## src/rtl/period_load_arbiter.sv

```systemverilog
// Round-robin arbiter and range clamp for the frequency counter's period port.
// Two requesters (A: host/config, B: front-panel presets) each hold req high with a
// stable period until they see a one-cycle ack. The winner's period is clamped to
// [MIN_PERIOD, MAX_PERIOD] and written to the counter with a one-cycle period_load strobe.
// A hold-off of HOLDOFF cycles then separates it from the next load.
//
// Ports:
//   clk, reset_n          clock, asynchronous active-low reset
//   req_a/period_a/ack_a  requester A handshake and requested period
//   req_b/period_b/ack_b  requester B handshake and requested period
//   period, period_load   configuration value and load strobe to the counter
//   busy                  high while loading or holding off
//   clamped               last loaded value was forced into range
module period_load_arbiter #(
   parameter int unsigned BITS           = 12,
   parameter int unsigned DEFAULT_PERIOD = 1200,
   parameter int unsigned MIN_PERIOD     = 10,
   parameter int unsigned MAX_PERIOD     = 4095,
   parameter int unsigned HOLDOFF        = 16
) (
   input  logic            clk,
   input  logic            reset_n,
   input  logic            req_a,
   input  logic [BITS-1:0] period_a,
   output logic            ack_a,
   input  logic            req_b,
   input  logic [BITS-1:0] period_b,
   output logic            ack_b,
   output logic [BITS-1:0] period,
   output logic            period_load,
   output logic            busy,
   output logic            clamped
);

   localparam int unsigned CW = $clog2(HOLDOFF + 1);
   localparam logic [BITS-1:0] MinVal = BITS'(MIN_PERIOD);
   localparam logic [BITS-1:0] MaxVal = BITS'(MAX_PERIOD);
   localparam logic [BITS-1:0] DefVal = BITS'(DEFAULT_PERIOD);
   localparam logic [CW-1:0]   HoldInit = CW'(HOLDOFF - 1);

   typedef enum logic [1:0] {StIdle, StLoad, StHold} state_e;

   state_e          state_q, state_d;
   logic [CW-1:0]   cnt_q, cnt_d;
   logic            rr_b_q, rr_b_d;     // 1: B wins a tie
   logic [BITS-1:0] period_q, period_d;
   logic            clamped_q, clamped_d;
   logic            load_q, load_d;
   logic            ack_a_q, ack_a_d;
   logic            ack_b_q, ack_b_d;
   logic            busy_q, busy_d;
   logic            grant_b;
   logic [BITS-1:0] raw;

   assign grant_b = req_b & (~req_a | rr_b_q);
   assign raw     = grant_b ? period_b : period_a;

   always_comb begin
      state_d   = state_q;
      cnt_d     = cnt_q;
      rr_b_d    = rr_b_q;
      period_d  = period_q;
      clamped_d = clamped_q;
      load_d    = 1'b0;
      ack_a_d   = 1'b0;
      ack_b_d   = 1'b0;
      case (state_q)
         StIdle: begin
            // Outputs are registered, so the strobe/ack for the LOAD cycle are
            // computed here at the grant edge.
            if (req_a || req_b) begin
               state_d = StLoad;
               load_d  = 1'b1;
               ack_a_d = ~grant_b;
               ack_b_d = grant_b;
               rr_b_d  = ~grant_b;
               if (raw < MinVal) begin
                  period_d  = MinVal;
                  clamped_d = 1'b1;
               end else if (raw > MaxVal) begin
                  period_d  = MaxVal;
                  clamped_d = 1'b1;
               end else begin
                  period_d  = raw;
                  clamped_d = 1'b0;
               end
            end
         end
         StLoad: begin
            state_d = StHold;
            cnt_d   = HoldInit;
         end
         StHold: begin
            if (cnt_q == '0) begin
               state_d = StIdle;
            end else begin
               cnt_d = cnt_q - CW'(1);
            end
         end
         default: state_d = StIdle;
      endcase
      busy_d = (state_d != StIdle);
   end

   always_ff @(posedge clk or negedge reset_n) begin
      if (!reset_n) begin
         state_q   <= StIdle;
         cnt_q     <= '0;
         rr_b_q    <= 1'b0;
         period_q  <= DefVal;
         clamped_q <= 1'b0;
         load_q    <= 1'b0;
         ack_a_q   <= 1'b0;
         ack_b_q   <= 1'b0;
         busy_q    <= 1'b0;
      end else begin
         state_q   <= state_d;
         cnt_q     <= cnt_d;
         rr_b_q    <= rr_b_d;
         period_q  <= period_d;
         clamped_q <= clamped_d;
         load_q    <= load_d;
         ack_a_q   <= ack_a_d;
         ack_b_q   <= ack_b_d;
         busy_q    <= busy_d;
      end
   end

   assign period      = period_q;
   assign period_load = load_q;
   assign ack_a       = ack_a_q;
   assign ack_b       = ack_b_q;
   assign busy        = busy_q;
   assign clamped     = clamped_q;

endmodule

```

## config.mk

```make
export PLATFORM = sky130hd
export DESIGN_NAME = period_load_arbiter
export DESIGN_NICKNAME = d
export VERILOG_FILES = /design/src/rtl/period_load_arbiter.sv
export SDC_FILE = /design/constraint.sdc
export NUM_CORES = 1
export LEC_CHECK = 0
export ABC_AREA = 1
export CAP_MARGIN = 20
export CORE_ASPECT_RATIO = 2
export CORE_MARGIN = 1.5
export CORE_UTILIZATION = 40
export CTS_CLUSTER_SIZE = 30
export DETAILED_ROUTE_END_ITERATION = 12
export PLACE_DENSITY = 0.72
export SYNTH_ARGS = -nofsm -noshare
export SYNTH_HDL_FRONTEND = slang
export SYNTH_SLANG_ARGS = --single-unit
```

## constraint.sdc

```tcl
create_clock -name clk -period 3.4 [get_ports clk]
set_input_delay 0.34 -clock clk [delete_from_list [all_inputs] [get_ports clk]]
set_output_delay 0.34 -clock clk [all_outputs]
set_load 0.02 [all_outputs]
```

==> Word level (Yosys, flattened, before mapping) <==
Index checks and enable logic that the tools add are counted.
{ "op_classes": {"n_addsub": 1, "magnitude_cmp": 2, "eq_ne": 3, "muxes": 16, "n_bitwise": 4, "reduce_logical": 7} }
{ "op_table": {"columns": ["cell", "n"], "rows": [
  ["12-bit 2-to-1 mux", 3],
  ["12-bit greater-than comparator (second input constant)", 1],
  ["12-bit by 4-bit less-than comparator with 1-bit output (second input constant)", 1],
  ["5-bit one-hot mux with 2 select lines", 1],
  ["1-bit 2-to-1 mux", 8],
  ["2-bit one-hot mux with 3 select lines", 1],
  ["5-bit logical NOT", 1],
  ["5-bit 2-to-1 mux", 1],
  ["5-bit by 1-bit subtractor with 5-bit output (second input constant)", 1],
  ["2-bit 2-to-1 mux", 2],
  ["2-bit AND reduction", 2],
  ["2-bit nonzero test", 2],
  ["2-bit by 1-bit equality test with 1-bit output (second input constant)", 1],
  ["2-bit equality test (second input constant)", 1],
  ["2-bit logical NOT", 1],
  ["2-bit != test (second input constant)", 1],
  ["1-bit inverter", 2],
  ["1-bit AND", 1],
  ["1-bit logical OR", 1],
  ["1-bit bitwise OR", 1]
]} }
{ "totals": {"reg_bits": 25, "inputBits": 28} }

==> Longest topological paths before layout <==
Gate-level depths: netlist of run 1.
{ "depth": {"depth_word": 7, "depth_mapped": 11, "ltp_nobuf": 10} }

==> Least setup slack after synthesis of run 1 <==
No wires, ideal clock.
{ "synth_timing": {"path_type": "flip-flop to flip-flop", "start": "register rr_b_q", "end": "register period_q[0], in the netlist period[0]", "arrival_time_ps": 1193, "path_slack_ps": 2089, "stages_incl_launch_ff": 12, "n_path_buf": 1, "period_less_slack_ps": 1311, "cell_sequence": "dfrtp_1 inv_1 nand2_2 nand2_2 buf_6 nand2_1 nand2_1 nand2_1 nor2_2 nand3_4 nand3_1 nand2_1"} }
{ "synth_via": {"elab_chain_len": 6, "elab_cells_between_ends": 7, "cone_classes": "2 x order compare; 3 x mux; 2 x bitwise"} }
{ "synth_rtl": {"columns": ["item", "line", "rtl"], "rows": [
  ["from (decl)", "45", "logic rr_b_q, rr_b_d;"],
  ["from (signal assigned)", "119", "rr_b_q <= rr_b_d;"],
  ["1-bit bitwise OR (*)", "55", "assign grant_b = req_b & (~req_a | rr_b_q);"],
  ["1-bit AND (*)", "55", null],
  ["12-bit 2-to-1 mux (*)", "56", "assign raw = grant_b ? period_b : period_a;"],
  ["12-bit greater-than comparator", "80", "end else if (raw > MaxVal) begin"],
  ["12-bit 2-to-1 mux", "80", null],
  ["12-bit 2-to-1 mux (*)", "77", "if (raw < MinVal) begin"],
  ["to (signal assigned)", "110", "period_q <= DefVal;"],
  ["to (signal assigned)", "120", "period_q <= period_d;"],
  ["to (decl)", "46", "logic [BITS-1:0] period_q, period_d;"]
]} }
Mark *: on every way between the ends. The rest lies on a longest branch, timed or not.
A chain may end at the register's enable or synchronous reset.

==> Worst setup path in the final report of run 1 <==
{ "layout_timing": {"start": "input port req_b", "end": "register period_q[0], in the netlist period[0]"} }
{ "layout_via": {"elab_chain_len": 5, "elab_cells_between_ends": 8, "cone_classes": "2 x order compare; 3 x mux; 1 x bitwise; 2 x reduce/logical"} }
{ "layout_rtl": {"columns": ["item", "line", "rtl"], "rows": [
  ["from (decl)", "26", "input logic req_b,"],
  ["1-bit AND", "55", null],
  ["12-bit 2-to-1 mux", "56", null],
  ["12-bit greater-than comparator", "80", null],
  ["12-bit 2-to-1 mux", "80", null],
  ["12-bit 2-to-1 mux", "77", null]
]} }
Several ways; a longest one is shown, not always the timed one.

==> results of run 1 <==
[power by group through the flow]
stage | logic [mW] | registers [mW] | clock network [mW]
after floorplan | 0.282 | 0.617 | 0
after global placement | 0.656 | 0.511 | 0
after detailed placement | 0.673 | 0.515 | 0
after CTS | 0.675 | 0.510 | 0.176
after global routing | 0.738 | 0.524 | 0.187
final | 0.669 | 0.508 | 0.169
[how the worst max path moves through the flow]
| stage | slack, ps | start | end | cells after the start |
|---|---|---|---|---|
| 3_3_place_gp | 1370 | req_b | period[0] | 9 |
| 3_5_place_dp | 1330 | req_b | period[0] | 9 |
| 2_1_floorplan | 2090 | rr_b_q | period[0] | 11 |
| 6_report | 1620 | req_b | period[0] | 9 |
| 5_1_grt | 1430 | req_b | period[0] | 9 |
| 4_1_cts | 1610 | req_b | period[0] | 9 |
[worst max-delay path, delay by kind of cell]
family | cells | cell delay [ps]
buffers and inverters | 1 | 620
AND/OR/NAND/NOR | 8 | 970
[cell type report]
type	instances	area [um2]
clock buffers	3	41.29
inverters	22	82.58
flip-flops and latches	25	630.6
multi-input cells	105	534.3
well taps	31	38.79
repair buffers	46	475.5
clock inverters	1	5.005
fillers	310	1313
[per-stage QoR]
| step | std cells | area (um2) |
|---|---|---|
| final | 233 | 1808 |
| after global routing | 233 | 1808 |
| after detailed placement | 228 | 1734 |
| after global placement | 228 | 1734 |
| after floorplan | 157 | 1284 |
| after CTS | 232 | 1780 |
[registers in the layout (all words and copies together), names as in the netlist]
| register | flops |
|---|---|
| period | 12 |
| cnt_q | 5 |
| state_q | 2 |
| ack_a | 1 |
| ack_b | 1 |
| busy | 1 |
| clamped | 1 |
| period_load | 1 |
| rr_b_q | 1 |
[kinds of logic after synthesis]
logic type               count (synthesis)  share of synthesized area
buffers and inverters                   27                    0.09259
flip-flops                              25                     0.4912
adder cells (fa/ha/maj)                  2                    0.01949
XOR/XNOR                                 1                   0.006824
AO/OA/AOI/OAI                           19                    0.08675
multiplexers                             1                   0.008771
AND/OR/NAND/NOR                         82                     0.2943
[cells in the mapped netlist]
cell type	n	area (um2)
sky130_fd_sc_hd__nor2_1	9	33.78
sky130_fd_sc_hd__xor2_1	1	8.760
sky130_fd_sc_hd__buf_2	2	10.01
sky130_fd_sc_hd__a21oi_1	1	5.000
sky130_fd_sc_hd__a21o_1	1	7.510
sky130_fd_sc_hd__nand3b_1	9	67.56
sky130_fd_sc_hd__nand2_2	2	12.51
sky130_fd_sc_hd__o22ai_1	1	6.260
sky130_fd_sc_hd__inv_1	22	82.58
sky130_fd_sc_hd__or2_2	1	6.260
sky130_fd_sc_hd__ha_1	2	25.02
sky130_fd_sc_hd__mux2_2	1	11.26
sky130_fd_sc_hd__o21ai_2	1	8.760
sky130_fd_sc_hd__nand3_1	6	30.03
sky130_fd_sc_hd__o21ai_1	1	5.000
sky130_fd_sc_hd__o21ai_0	11	55.05
sky130_fd_sc_hd__dfstp_2	4	105.1
sky130_fd_sc_hd__buf_6	1	11.26
sky130_fd_sc_hd__nand2_1	50	187.7
sky130_fd_sc_hd__nor2_2	2	12.51
sky130_fd_sc_hd__dfrtp_1	21	525.5
sky130_fd_sc_hd__a31oi_1	1	6.260
sky130_fd_sc_hd__buf_4	2	15.01
sky130_fd_sc_hd__nor3_1	2	10.01
sky130_fd_sc_hd__nand3_4	1	17.52
sky130_fd_sc_hd__a21oi_2	2	17.52
[layer usage]
layer,GRT usage,vias up
met5,0,-
li1,-,576
met2,0.3264,33
met1,0.1690,536
met4,0.08815,0
met3,0.02174,7
==> flow_metrics.py, run 1 <==
metrics = {
    "cells_and_area": {
        "drive_gt1_frac": 0.09901,
        "area_growth_pct": 40.84,
        "final_common_cell": "sky130_fd_sc_hd__nand2_1",
        "layout.cells.most_common_list": "50 x sky130_fd_sc_hd__nand2_1, 44 x sky130_fd_sc_hd__clkdlybuf4s50_1, 22 x sky130_fd_sc_hd__inv_1",
        "finish.net_count": 233,
        "layout.core_utilization": 0.5794,
        "antenna_cells": 0,
    },
    "critical_path": {
        "worstRegToRegCells": 10,
        "slowest_delay_ps": 620,
        "worst_path_most_repeated_cell": "sky130_fd_sc_hd__nand2_1",
        "worst_r2r_endpoint": "period[0]",
        "setup.worst_path.start_class": "input pin",
        "setup.worst_path.end_class": "flip-flop",
        "rrSetupSlack_ps": 1810,
        "worst_ep_arrival_time_ps": 1940,
        "setup.worst_path.class": "input pin to flip-flop",
        "timing.critical_path.required_ps": 3560,
        "worst_reg2reg_startpoint": "rr_b_q",
        "critical_path_peak_fanout": 14,
        "worstPathCellList": "clkdlybuf4s50_1 -> nand2_2 -> nand2_1 -> nand2_1 -> nand2_1 -> nor2_2 -> nand3_4 -> nand3_1 -> nand2_1",
        "slowest_stage": "sky130_fd_sc_hd__clkdlybuf4s50_1",
    },
    "placement": {
        "port_bufs": 44,
        "finalWeightedCongestion": 0.8477,
        "hpwl_um": 2346,
        "dp_slack_ps": 1328,
    },
    "clocking": {
        "post_cts_resized": 0,
        "post_cts_buffers": 0,
        "clock-sinks": 25,
        "cts.htree.levels": 1,
        "cell_chosen_for_the_clock_root": "sky130_fd_sc_hd__clkbuf_8",
        "cts_max_path_buffers": 2,
        "cts_inserted_buffers": 3,
        "clk-insertion-delay-late_ps": 260,
        "clkTransAtPathRegs_ps": 80,
        "cts_tree": "yes",
        "cts_hold_buf": 0,
    },
    "power": {
        "pwr-share-seq": 0.377,
        "vdd_drop_max_mv": 0.2816,
        "clock_power_share": 0.125,
        "power.share.combinational": 0.497,
        "design_power_total_mw": 1.346,
        "power.switching_fraction": 0.3974,
        "power_density_nw_per_um2": 744.5,
        "power_leakage_nw": 0.8716,
        "netSwitchingPower_mw": 0.5348,
        "internal-power_mw": 0.8111,
    },
    "drt": {
        "routed.top_layer": "met4",
        "remaining_drc_errors": 0,
        "dr_wl_met2_um": 1679,
        "dr.first_iter.drc_count": 19,
        "met3RoutedLength_um": 103,
        "antenna_violating_nets_post_route": 0,
        "wl_per_cell_um": 12.02,
        "vias": 1152,
        "wirelength_um": 2801,
        "m1WireLength_um": 938,
        "detail_route.first_pass.iterations": 4,
        "avgViaCountPerCell": 4.944,
    },
    "timing": {
        "fin_hold_ws_ps": 317.2,
        "finalMaxSlewViolations": 0,
        "unrepaired_setup_endpoints_after_global_routing": "no",
        "setup_viols_final": 0,
        "setup_ws_ps": 1621,
        "min_period_ps": 1779,
        "maxSlewHeadroom": 0.6747,
        "hold_violations": 0,
        "timing.setup.tns_ps": 0,
        "worst_slew_pin_slew_ps": 484.6,
        "fmaxAchievable_mhz": 562.0,
        "layout_worst_path_cycle_share": 0.5233,
        "fin_skew_ps": 4.057,
    },
    "grt": {
        "grt-ovfl-total": 0,
        "groute.usage.overall": 0.1721,
        "antenna_found_initial": 0,
        "grt_start_max_net_pins": 26,
        "grt_pass1_wl_um": 4774,
        "first_global_vias": 1160,
    },
    "die": {
        "floorplan.die.width_um": 43.06,
        "die_h_um": 83.12,
        "floorplan.core_area_um2": 3120,
        "num_rows": 29,
        "design.die.area_um2": 3579,
        "floorplan.initialDensity": 0.4114,
        "boundaryPins": 45,
    },
    "yosys": {
        "syn_nets": 187,
        "yosysUniqueCellTypes": 26,
        "syn_area_per_cell_um2": 8.177,
        "netlist_instances": 157,
        "count_of_yosys_warnings_during_synthesis": 0,
        "ys_seq_elements": 25,
        "synth_sequential_area_ratio": 0.4912,
        "post_synth_instance_area_um2": 1284,
    },
    "min_path": {
        "min-delay-path-class": "input pin to async pin",
    },
    "outcome": {
        "result_of_the_run": "complete, no violations",
    },
    "run": {
        "max_cap_violations": 0,
    },
}
Power figures use the tool's default switching activity.
==> run 2: changes to the inputs <==
- PLACE_DENSITY: 0.72 -> 0.75
- clock period: 3.4 -> 1.4 ns (I/O delays scaled with it)
==> flow_metrics.py, run 2 (same netlist as run 1, synthesis figures left out) <==
metrics = {
    "critical_path": {
        "setup.worst_path.start_class": "flip-flop",
        "setup.worst_path.class": "flip-flop to flip-flop",
        "timing.critical_path.required_ps": 1550,
        "worst_ep_arrival_time_ps": 1560,
        "setup.worst_path.end_class": "flip-flop",
        "critical_path_peak_fanout": 6,
    },
    "outcome": {
        "result_of_the_run": "finished, violations left",
        "failing_checks": "setup timing",
    },
    "drt": {
        "wl_per_cell_um": 12.15,
        "remaining_drc_errors": 0,
        "avgViaCountPerCell": 4.908,
        "wirelength_um": 3050,
        "dr.first_iter.drc_count": 15,
        "detail_route.first_pass.iterations": 4,
        "vias": 1232,
        "antenna_violating_nets_post_route": 0,
    },
    "timing": {
        "setup_ws_ps": -5.308,
        "worst_slew_pin_slew_ps": 301.8,
        "layout_worst_path_cycle_share": 1.004,
        "fin_hold_ws_ps": 225.3,
        "finalMaxSlewViolations": 0,
        "timing.setup.tns_ps": -5.308,
        "fin_skew_ps": 4.116,
        "unrepaired_setup_endpoints_after_global_routing": "yes",
        "maxSlewHeadroom": 0.7988,
        "setup_viols_final": 1,
        "min_period_ps": 1405,
        "hold_violations": 0,
        "fmaxAchievable_mhz": 711.6,
    },
    "placement": {
        "placed_inst_area_um2": 1844,
        "dp_slack_ps": -286.8,
        "hpwl_um": 2337,
        "finalWeightedCongestion": 0.8485,
        "port_bufs": 44,
    },
    "cells_and_area": {
        "multi_input_comb_area_um2": 578.1,
        "final_common_cell": "sky130_fd_sc_hd__nand2_1",
        "antenna_cells": 0,
        "finish.net_count": 251,
        "register_area_um2": 630.6,
        "final_instance_area_um2": 1974,
        "fillers": 274,
        "largest_register_ffs": 12,
        "layout.cells.most_common_list": "46 x sky130_fd_sc_hd__nand2_1, 38 x sky130_fd_sc_hd__clkdlybuf4s50_1, 21 x sky130_fd_sc_hd__dfrtp_1",
        "drive_gt1_frac": 0.2136,
        "area_growth_pct": 53.80,
    },
    "grt": {
        "grt.met3_usage": 0.008696,
        "antenna_found_initial": 0,
        "grt_start_max_net_pins": 26,
        "first_global_vias": 1328,
        "groute.layer.met1.usage": 0.1816,
        "grt-ovfl-total": 0,
        "met2_usage": 0.3650,
        "groute.usage.overall": 0.1811,
        "grt_pass1_wl_um": 5168,
        "gr-max-usage-layer": "met2",
    },
    "die": {
        "num_rows": 29,
        "floorplan.core_area_um2": 3120,
        "boundaryPins": 45,
        "floorplan.die.width_um": 43.06,
        "design.die.area_um2": 3579,
        "floorplan.initialDensity": 0.4114,
        "die_h_um": 83.12,
    },
    "clocking": {
        "clk-insertion-delay-late_ps": 260,
        "clkTransAtPathRegs_ps": 80,
        "clock-sinks": 25,
        "cts_tree": "yes",
        "cell_chosen_for_the_clock_root": "sky130_fd_sc_hd__clkbuf_8",
        "cts_max_path_buffers": 2,
        "cts_inserted_buffers": 3,
        "cts.htree.levels": 1,
        "cts_hold_buf": 0,
    },
    "min_path": {
        "min-delay-path-class": "input pin to async pin",
    },
    "power": {
        "power_density_nw_per_um2": 1793,
        "power_leakage_nw": 0.9825,
        "vdd_drop_max_mv": 1.228,
    },
    "run": {
        "max_cap_violations": 0,
    },
}
-- run 2: worst paths after layout --
kind                            startpoint   endpoint  slack (ps)  cells past startpoint
worst max-delay path                rr_b_q  period[0]          -5                     10
worst min-delay path               reset_n   cnt_q[1]         230                      2
worst max register to register      rr_b_q  period[0]          -5                     10
worst min register to register   period[8]  period[8]         490                      2
max in group asynchronous          reset_n  period[5]         880                      2
min in group clk                 period[8]  period[8]         490                      2
-- run 2: where the power goes --
group / total (mW) / internal [mW] / switching, mW
Combinational: 1.90 / 0.870 / 1.03
Sequential: 1.23 / 1.07 / 0.166
Clock: 0.404 / 0.203 / 0.202
Total: 3.54 / 2.14 / 1.40
-- run 2: stage by stage --
| step | total power [mW] | util | cells |
|---|---|---|---|
| after floorplan | 2.185 | - | 157 |
| after global placement | 2.967 | 0.5910 | 241 |
| after detailed placement | 3.033 | 0.5910 | 241 |
| after CTS | 3.465 | 0.6175 | 247 |
| after global routing | 3.791 | 0.6327 | 251 |
| final | 3.540 | 0.6327 | 251 |
-- run 2: critical path, stage by stage, from the launching register on --
cell,delay (ps)
sky130_fd_sc_hd__dfrtp_1,350
sky130_fd_sc_hd__inv_2,60
sky130_fd_sc_hd__nand2_4,110
sky130_fd_sc_hd__buf_6,130
sky130_fd_sc_hd__nand3b_1,70
sky130_fd_sc_hd__nand2_1,90
sky130_fd_sc_hd__nand2_1,70
sky130_fd_sc_hd__nor2_2,160
sky130_fd_sc_hd__nand3_4,130
sky130_fd_sc_hd__nand3_2,80
sky130_fd_sc_hd__nand2_1,50
-- run 2: cell type report --
cell class | count | share of cell area
clock buffer | 4 | 0.02281
multi-input combinational | 106 | 0.2928
tap | 31 | 0.01965
sequential | 25 | 0.3194
inverter | 22 | 0.04183
timing repair buffer | 63 | 0.3035
-- run 2: repair_timing --
item,in CTS,in global routing
endpoints found under the setup margin,8,11
buffers inserted,0,4
resized for setup,14,9
gates cloned,2,0
pin swaps,4,3
-- run 2: per-layer routing --
metal	vias to the layer above	wire length (um)
met1	572	1047
met5	-	0
met2	43	1858
li1	615	-
met4	0	35
met3	2	109
==> run 3: changes to the inputs <==
- ABC_AREA: 1 -> default
- CORE_UTILIZATION: 40 -> 39
- SKIP_LAST_GASP: default -> 1
==> flow_metrics.py, run 3 <==
metrics = {
    "placement": {
        "post-place-cells": 203,
        "finalWeightedCongestion": 0.8847,
        "hpwl_um": 2512,
        "port_bufs": 44,
    },
    "timing": {
        "min_period_ps": 1622,
        "setup_viols_final": 7,
        "worst_slew_pin_slew_ps": 327.8,
        "setup_ws_ps": -221.9,
        "hold_violations": 0,
        "finalMaxSlewViolations": 0,
        "fin_skew_ps": 2.178,
        "unrepaired_setup_endpoints_after_global_routing": "yes",
        "fmaxAchievable_mhz": 616.6,
        "layout_worst_path_cycle_share": 1.159,
        "maxSlewHeadroom": 0.7815,
    },
    "critical_path": {
        "rrSetupSlack_ps": -220,
        "slowest_stage": "sky130_fd_sc_hd__or4b_4",
        "setup.worst_path.class": "flip-flop to flip-flop",
        "critical_path_peak_fanout": 5,
        "timing.critical_path.required_ps": 1550,
        "setup.worst_path.end_class": "flip-flop",
        "setup.worst_path.start_class": "flip-flop",
        "worst_ep_arrival_time_ps": 1770,
        "slowest_delay_ps": 500,
        "worstRegToRegCells": 6,
        "worst_reg2reg_startpoint": "cnt_q[0]",
        "worstPathCellList": "inv_2 -> ha_4 -> or4b_4 -> and2_4 -> a21oi_2 -> a21oi_1",
        "worst_r2r_endpoint": "cnt_q[4]",
    },
    "yosys": {
        "count_of_yosys_warnings_during_synthesis": 0,
        "ys_seq_elements": 25,
        "synthMostInstantiatedCell": "sky130_fd_sc_hd__dfrtp_1",
        "netlist_instances": 115,
        "synth-main-ff-cell": "sky130_fd_sc_hd__dfrtp_1",
        "yosys.area.top_type": "sky130_fd_sc_hd__dfrtp_1",
        "syn_nets": 145,
        "synth_enable_flop_cells": 0,
        "yosys.area.top_type_share": 0.4325,
        "synth-async-reset-ratio": 1.000,
        "yosysUniqueCellTypes": 31,
        "synth_sequential_area_ratio": 0.5191,
        "syn_area_per_cell_um2": 10.56,
        "post_synth_instance_area_um2": 1215,
        "post_synth_main_area_contributors": "sky130_fd_sc_hd__dfrtp_1 43%, sky130_fd_sc_hd__mux2i_1 9.1%, sky130_fd_sc_hd__dfstp_2 8.7%, sky130_fd_sc_hd__nand2_1 4.6%, sky130_fd_sc_hd__o21ai_0 4.5%",
        "ys_top_cells_by_count": "21 x sky130_fd_sc_hd__dfrtp_1, 15 x sky130_fd_sc_hd__nand2_1, 11 x sky130_fd_sc_hd__mux2i_1, 11 x sky130_fd_sc_hd__o21ai_0, 7 x sky130_fd_sc_hd__inv_1",
    },
    "power": {
        "power_leakage_nw": 0.9955,
        "clock_power_share": 0.112,
        "vdd_drop_max_mv": 1.199,
        "power.share.combinational": 0.562,
        "design_power_total_mw": 3.752,
        "pwr-share-seq": 0.326,
        "internal-power_mw": 2.307,
        "power.switching_fraction": 0.3853,
        "power_density_nw_per_um2": 1877,
        "netSwitchingPower_mw": 1.446,
    },
    "outcome": {
        "result_of_the_run": "finished, violations left",
        "failing_checks": "setup timing",
    },
    "clocking": {
        "cts_tree": "yes",
        "clk-insertion-delay-late_ps": 260,
        "cell_chosen_for_the_clock_root": "sky130_fd_sc_hd__clkbuf_8",
        "cts_inserted_buffers": 3,
        "clkTransAtPathRegs_ps": 90,
        "clock-sinks": 25,
        "cts_max_path_buffers": 2,
        "cts.htree.levels": 1,
    },
    "grt": {
        "grt-ovfl-total": 0,
        "first_global_vias": 1183,
        "antenna_found_initial": 0,
        "grt_pass1_wl_um": 5188,
        "groute.usage.overall": 0.1931,
        "grt_start_max_net_pins": 26,
    },
    "cells_and_area": {
        "antenna_cells": 0,
        "fin_cells": 213,
        "finish.net_count": 214,
        "largest_register_ffs": 12,
        "area_growth_pct": 64.57,
        "layout.cells.most_common_list": "32 x sky130_fd_sc_hd__clkdlybuf4s50_1, 21 x sky130_fd_sc_hd__dfrtp_1, 21 x sky130_fd_sc_hd__buf_4",
        "final_common_cell": "sky130_fd_sc_hd__clkdlybuf4s50_1",
        "drive_gt1_frac": 0.2842,
    },
    "min_path": {
        "min-delay-path-class": "input pin to async pin",
    },
    "drt": {
        "remaining_drc_errors": 0,
        "antenna_violating_nets_post_route": 0,
        "wl_per_cell_um": 16.25,
        "avgViaCountPerCell": 5.408,
        "dr.first_iter.drc_count": 17,
        "vias": 1152,
        "detail_route.first_pass.iterations": 4,
        "wirelength_um": 3462,
    },
    "die": {
        "boundaryPins": 45,
        "floorplan.initialDensity": 0.4080,
        "floorplan.core_area_um2": 2978,
        "floorplan.die.width_um": 42.47,
        "num_rows": 28,
        "design.die.area_um2": 3479,
        "die_h_um": 81.93,
    },
    "run": {
        "max_cap_violations": 0,
    },
}
run 3: changes by cell type in the layout (fill, tap and decap cells not counted), sizes merged, moves of 4 or more:
cell / previous run / this run
nor4: 0 / 4
buf: 19 / 23
nand3b: 9 / 0
mux2i: 0 / 11
clkdlybuf4s50: 38 / 32
nor2: 11 / 5
inv: 22 / 7
dlymetal6s2s: 1 / 8
nand2: 53 / 15
run 3: repair_timing:
action,4_1_cts,5_1_grt
hold buffers,0,0
gates resized for setup,13,21
pin swaps,1,6
setup endpoints to repair,16,24
setup buffers,2,4
run 3: through the flow:
stage | hold WS [ps] | area, um2 | setup TNS [ps] | worst slack (ps) | util
4_1_cts | 252.1 | 1892 | -1030 | -192.0 | 0.6353
6_report | 239.5 | 1999 | -1194 | -221.9 | 0.6714
5_1_grt | 275.3 | 1999 | -1841 | -289.0 | 0.6714
2_1_floorplan | -155.6 | 1219 | -531.1 | -134.4 | -
3_3_place_gp | 464.6 | 1805 | -3354 | -223.9 | 0.6063
3_5_place_dp | 468.7 | 1805 | -4624 | -295.3 | 0.6063
run 3: cell type report:
cell class	count	area, um2
inverter	7	26.28
sequential	25	630.6
timing repair buffer	67	639.4
fill	239	978.4
clock buffer	4	45.04
multi-input combinational	80	620.6
tap	30	37.54
run 3: how the worst max path moves through the flow:
stage                      start   endpoint  cells after the start
detailed placement         req_a  period[9]                      7
floorplan               cnt_q[1]   cnt_q[1]                      6
global placement    period_b[10]  period[2]                      6
finish                  cnt_q[0]   cnt_q[4]                      6
CTS                     cnt_q[0]   cnt_q[1]                      6
global route            cnt_q[0]   cnt_q[1]                      6
run 3: kinds of logic after synthesis:
family	Yosys count	synth area share
buffers and inverters	10	0.03708
flip-flops	25	0.5190
adder cells (fa/ha/maj)	2	0.02059
multiplexers	13	0.1092
XOR/XNOR	2	0.01442
AO/OA/AOI/OAI	24	0.1359
AND/OR/NAND/NOR	39	0.1637
run 3: metal layers:
| metal | vias up | routed length, um | share of wire | track usage |
|---|---|---|---|---|
| li1 | 542 | - | - | - |
| met5 | - | 0 | 0 | 0 |
| met2 | 32 | 2193 | 0.63 | 0.4092 |
| met4 | 0 | 87 | 0.025 | 0.05313 |
| met1 | 568 | 1107 | 0.32 | 0.1885 |
| met3 | 10 | 73 | 0.021 | 0.01538 |
run 3: power groups by stage:
| stage | clock network [mW] | registers (mW) | logic (mW) |
|---|---|---|---|
| final | 0.420 | 1.22 | 2.11 |
| after CTS | 0.429 | 1.22 | 1.96 |
| after floorplan | 0 | 1.52 | 0.719 |
| after detailed placement | 0 | 1.23 | 1.90 |
| after global routing | 0.453 | 1.26 | 2.27 |
| after global placement | 0 | 1.22 | 1.84 |
run 3: critical path, delay by kind of cell (launching register included):
kind / cells / cell delay [ps]
AND/OR/NAND/NOR: 2 / 700
flip-flops: 1 / 410
adder cells (fa/ha/maj): 1 / 120
AO/OA/AOI/OAI: 2 / 180
buffers and inverters: 1 / 90
